### config.mk
export PLATFORM = sky130hd
export DESIGN_NAME = accumulator_tx_serializer
export DESIGN_NICKNAME = d
export VERILOG_FILES = /design/src/rtl/accumulator_tx_serializer_pkg.sv /design/src/rtl/accumulator_tx_serializer_bit_period_counter.sv /design/src/rtl/accumulator_tx_serializer.sv
export SDC_FILE = /design/constraint.sdc
export NUM_CORES = 1
export LEC_CHECK = 0
export ABC_AREA = 1
export CAP_MARGIN = 0
export CORE_MARGIN = 10
export CORE_UTILIZATION = 51
export DETAILED_ROUTE_END_ITERATION = 10
export PLACE_DENSITY = 0.76
export SLEW_MARGIN = 0
export SYNTH_ARGS = -nofsm -noshare
export SYNTH_HDL_FRONTEND = slang
export SYNTH_SLANG_ARGS = --single-unit
export TNS_END_PERCENT = 50
### constraint.sdc
create_clock -name clk -period 1.35 [get_ports clk]
set_input_delay 0.3375 -clock clk [delete_from_list [all_inputs] [get_ports clk]]
set_output_delay 0.3375 -clock clk [all_outputs]
set_load 0.02 [all_outputs]
### src/rtl/accumulator_tx_serializer_pkg.sv
// Shared definitions for the accumulator TX serializer: FSM state encoding
// and the counter-width helper used by the top and the bit-period counter.
// Optional feature macro: PARITY_BIT_EN (adds an even-parity bit after DATA).
package accumulator_tx_serializer_pkg;

    typedef enum logic [2:0] {
        ST_IDLE   = 3'd0,
        ST_START  = 3'd1,
        ST_DATA   = 3'd2,
`ifdef PARITY_BIT_EN
        ST_PARITY = 3'd3,
`endif
        ST_STOP   = 3'd4
    } tx_state_e;

    // Counter width for a modulus of n; a modulus of 1 still needs one bit.
    function automatic int unsigned cnt_width(input int unsigned n);
        return (n > 32'd1) ? $clog2(n) : 32'd1;
    endfunction

endpackage

### src/rtl/accumulator_tx_serializer_bit_period_counter.sv
// Bit-period counter: counts 0..Clocks_Per_Bit-1 while enabled and flags the
// last cycle of each serial bit. Held at zero while disabled so every frame
// starts with a full-length first bit.
module accumulator_tx_serializer_bit_period_counter
    import accumulator_tx_serializer_pkg::*;
#(
    parameter int unsigned Clocks_Per_Bit = 4
) (
    input  logic clk_i,
    input  logic reset_i,
    input  logic en_i,
    output logic tick_o
);

    localparam int unsigned CNT_W = cnt_width(Clocks_Per_Bit);
    localparam logic [CNT_W-1:0] LAST = CNT_W'(Clocks_Per_Bit - 32'd1);

    logic [CNT_W-1:0] count_q;
    logic [CNT_W-1:0] count_d;

    // Next count: clear when idle, wrap at the end of the bit, else increment.
    always_comb begin
        count_d = count_q;
        if (!en_i) begin
            count_d = '0;
        end else if (count_q == LAST) begin
            count_d = '0;
        end else begin
            count_d = count_q + CNT_W'(1);
        end
    end

    // Count register with synchronous reset.
    always_ff @(posedge clk_i) begin
        if (reset_i) begin
            count_q <= '0;
        end else begin
            count_q <= count_d;
        end
    end

    assign tick_o = (count_q == LAST);

endmodule

### src/rtl/accumulator_tx_serializer.sv
// Accumulator TX serializer: captures a parallel word on Load and sends it as
// start bit, data bits LSB first, optional even parity, and stop bit, each
// held Clocks_Per_Bit cycles. All outputs are registered.
// Optional feature macro: PARITY_BIT_EN.
module accumulator_tx_serializer
    import accumulator_tx_serializer_pkg::*;
#(
    parameter int unsigned Word_Length    = 8,
    parameter int unsigned Clocks_Per_Bit = 4
) (
    input  logic                   clk,
    input  logic                   reset,
    input  logic                   Load,
    input  logic [Word_Length-1:0] Data_Input,
    output logic                   Serial_Out,
    output logic                   Busy,
    output logic                   Done
);

    localparam int unsigned BIT_W = cnt_width(Word_Length);
    localparam logic [BIT_W-1:0] LAST_BIT = BIT_W'(Word_Length - 32'd1);

    tx_state_e              state_q, state_d;
    logic [Word_Length-1:0] shreg_q, shreg_d;
    logic [BIT_W-1:0]       bit_idx_q, bit_idx_d;
    logic                   serial_q, serial_d;
    logic                   busy_q, busy_d;
    logic                   done_q, done_d;
    logic                   bit_tick_s;

    accumulator_tx_serializer_bit_period_counter #(
        .Clocks_Per_Bit(Clocks_Per_Bit)
    ) u_bit_period_counter (
        .clk_i   (clk),
        .reset_i (reset),
        .en_i    (state_q != ST_IDLE),
        .tick_o  (bit_tick_s)
    );

    // Next-state, shift register and registered-output decode.
    // The shift register rotates rather than shifts, so after the last data
    // bit it again holds the captured word (used for parity).
    always_comb begin
        state_d   = state_q;
        shreg_d   = shreg_q;
        bit_idx_d = bit_idx_q;
        done_d    = 1'b0;
        case (state_q)
            ST_IDLE: begin
                if (Load) begin
                    state_d   = ST_START;
                    shreg_d   = Data_Input;
                    bit_idx_d = '0;
                end else begin
                    state_d   = ST_IDLE;
                end
            end
            ST_START: begin
                if (bit_tick_s) begin
                    state_d   = ST_DATA;
                    bit_idx_d = '0;
                end else begin
                    state_d   = ST_START;
                end
            end
            ST_DATA: begin
                if (bit_tick_s) begin
                    shreg_d = {shreg_q[0], shreg_q[Word_Length-1:1]};
                    if (bit_idx_q == LAST_BIT) begin
                        bit_idx_d = '0;
`ifdef PARITY_BIT_EN
                        state_d   = ST_PARITY;
`else
                        state_d   = ST_STOP;
`endif
                    end else begin
                        bit_idx_d = bit_idx_q + BIT_W'(1);
                    end
                end else begin
                    state_d = ST_DATA;
                end
            end
`ifdef PARITY_BIT_EN
            ST_PARITY: begin
                if (bit_tick_s) begin
                    state_d = ST_STOP;
                end else begin
                    state_d = ST_PARITY;
                end
            end
`endif
            ST_STOP: begin
                if (bit_tick_s) begin
                    state_d = ST_IDLE;
                    done_d  = 1'b1;
                end else begin
                    state_d = ST_STOP;
                end
            end
            default: begin
                state_d   = ST_IDLE;
                shreg_d   = '0;
                bit_idx_d = '0;
            end
        endcase

        busy_d = (state_d != ST_IDLE);
        case (state_d)
            ST_IDLE:   serial_d = 1'b1;
            ST_START:  serial_d = 1'b0;
            ST_DATA:   serial_d = shreg_d[0];
`ifdef PARITY_BIT_EN
            ST_PARITY: serial_d = ^shreg_d;
`endif
            ST_STOP:   serial_d = 1'b1;
            default:   serial_d = 1'b1;
        endcase
    end

    // State, data path and output registers; reset aborts any frame at once.
    always_ff @(posedge clk) begin
        if (reset) begin
            state_q   <= ST_IDLE;
            shreg_q   <= '0;
            bit_idx_q <= '0;
            serial_q  <= 1'b1;
            busy_q    <= 1'b0;
            done_q    <= 1'b0;
        end else begin
            state_q   <= state_d;
            shreg_q   <= shreg_d;
            bit_idx_q <= bit_idx_d;
            serial_q  <= serial_d;
            busy_q    <= busy_d;
            done_q    <= done_d;
        end
    end

    assign Serial_Out = serial_q;
    assign Busy       = busy_q;
    assign Done       = done_q;

endmodule

==> run metrics <==
worst hold start=u_bit_period_counter.count_q[0]; Largest stage delay, worst path=330 ps; via count=891; internal power=0.0007784 W; Critical Path End Type=primary output; status=completed; RR Startpoint=bit_idx_q[0]; htree depth=1; delay-heaviest family, CP=buffers and inverters; Max Cap Violations=0; RSZ-0062 raised after global routing=no; synthesis-to-finish area growth=26.11%; CP arrival=930 ps; #FFs+latches synth=19; hold crit path type=register to register; Die X-Extent=62.15 microns; Achievable Freq=786.6 MHz; CP max FO=1; routability congestion estimate=0.8480; final WL=1913 microns; fillers=158; Post-Synthesis Cell Area=905.9 sq um; PwrDens=923.9 nW/um^2; share of cells above drive strength 1=15.48%; post-synthesis cell count=135; adder-cell share of the synthesized area=4.144%; initial core utilization=53.04%; vias per inst=4.950; number of global-route vias before repair=821; Pwr Total=0.001055 W; TritonRoute pass-1 iters=4; CTS max path bufs=2; VDD IR max=0.0007900 V; Finish-stage setup viols=0; CTS buffer count=3; die height=62.15 microns; CP bufs+invs=1; root buffer cell=clkbuf_4; clock slew at reported path FFs=100 ps; core area=1708 sq um; Starting DRT DRC Count=34; Clk Latency, worst-skew pair=290 ps; largest net degree at the start of global routing=12; IO Port Bufs=13; clk sinks=19; Combinational Power Share=15.9%; antenna-violating nets left=0; Crit Path Class=register to primary output; post-synthesis mux area share=0%; R2R setup slack=110 ps; register area share after synthesis=41.99%; xor/xnor share of the synthesized area=0%; synth warn=0; DR WL/cell=10.63 microns; CTS tree=yes; largest family of logic cells by synthesized area=simple AND/OR/NAND/NOR gates; io pins=14; ANT cells=0; Syn Area/Cell=6.710 sq um; P_sw=0.0002770 W; max-slew violations=0; period utilization=94.16%; Pleak=0.5300 nW; CP startpoint=Done; utilization after layout=66.89%; cell at the slowest stage of the critical path=dlygate4sd2_1; Fin Hold WS=414.2 ps; initial antenna violation count=0; crit path launch type=register; worst path cell trace=dlygate4sd2_1; Netlist cell types=16; clock network fraction of total power=26.2%; DP Area=1096 sq um; Synth Area in Compound Gates=9.945%; DRC=0; Syn Nets=149; CTS Hold Bufs=0; Total GRT Usage=10.20%; Worst Clk Skew=3.286 ps; part of the power in registers=57.9%; first-pass GRT wire length=3436 microns; final critical path time including I/O delays and setup=1271 ps; Post-Synth Simple-Gate Area=37.57%; setup TNS=0 ps; final-stage net count=170; Net Sw Frac=26.25%; die area=3862 sq um; Slew @ Worst Pin=262.3 ps; worst slew margin relative to its limit=82.50%; count of final hold-check violations=0; hpwl dp=1546 microns; final cell area excluding filler cells=1142 sq um; GRT overflow=0; # rows=15; WP data required=1010 ps
final timing paths:
kind                                           to  depth (start not counted)
setup / recovery                             Done                          1
hold / removal    u_bit_period_counter.count_q[0]                          1
setup reg to reg                       Serial_Out                          8
hold reg to reg   u_bit_period_counter.count_q[0]                          1
cell families after synthesis:
| group | Yosys count |
|---|---|
| DFF | 19 |
| AOI/OAI and AO/OA | 18 |
| buffers and inverters | 15 |
| and+or+nand+nor | 80 |
| adders and majority gates | 3 |
metal layers:
metal | routed length, microns | global-route usage (%) | share of wire, %
met1 | 904 | 12.83 | 47
met2 | 880 | 16.67 | 46
met3 | 120 | 2.688 | 6.3
met4 | 6 | 2.571 | 0.31
met5 | 0 | 0 | 0
Yosys cell counts:
master,instances,share of area [%]
nor2_2,2,1.4
clkbuf_1,1,0.41
buf_2,1,0.55
o21ai_0,4,2.2
a21oi_1,14,7.7
nor2_4,1,1.2
inv_2,2,0.83
dfxtp_1,19,42
nor3_1,1,0.55
ha_1,3,4.1
nand3_1,9,5.0
nand2_2,1,0.69
nand2_1,43,18
nor2_1,21,8.7
nand3_2,2,2.2
inv_1,11,4.6
cells in the final DEF, fill, tap and decap left out, types with 2 or more instances in the layout:
| cell type | n |
|---|---|
| a21oi_1 | 14 |
| o21ai_0 | 3 |
| clkbuf_4 | 3 |
| dfxtp_1 | 17 |
| ha_1 | 2 |
| dfxtp_2 | 2 |
| nand3_1 | 8 |
| nand3_2 | 3 |
| nor2_1 | 21 |
| inv_1 | 10 |
| buf_4 | 5 |
| dlygate4sd2_1 | 3 |
| nand2_1 | 41 |
| inv_2 | 3 |
| nor2_4 | 2 |
| clkdlybuf4s50_1 | 9 |
| nand2_2 | 3 |
power by group through the flow:
stage / sequential [W] / combinational, W / clock [W]
global placement: 0.000622 / 0.000162 / 0
detailed placement: 0.000623 / 0.000167 / 0
floorplan: 0.000626 / 0.0000952 / 0
CTS: 0.000610 / 0.000165 / 0.000285
finish: 0.000611 / 0.000168 / 0.000277
global route: 0.000615 / 0.000190 / 0.000316
flip-flops by register name, indices dropped and copies added (netlist names):
| register | flops |
|---|---|
| state_q | 3 |
| Serial_Out | 1 |
| Done | 1 |
| bit_idx_q | 3 |
| shreg_q | 8 |
| u_bit_period_counter.count_q | 2 |
| Busy | 1 |
cell type report:
class	instances	area (sq um)	share of cell area, %
clock buffer	3	22.52	1.972
clock inverter	1	5.005	0.4381
inverter	13	48.80	4.272
multi-input combinational	101	485.5	42.50
sequential	19	382.9	33.52
tap	25	31.28	2.738
timing repair buffer	18	166.4	14.57
through the flow:
stage / cells / worst slack (ps)
CTS: 180 / 10.42
floorplan: 135 / 161.6
global placement: 176 / -223.1
detailed placement: 176 / -295.5
finish: 180 / 78.78
global route: 180 / 6.686
what timing repair did:
item / 4_1_cts / 5_1_grt
pin swaps: 0 / 1
setup buffers: 0 / 0
gates resized for setup: 3 / 10
gates cloned: 0 / 0
endpoints found under the setup margin: 3 / 8
Note: power is estimated with default switching activity, not from simulation.
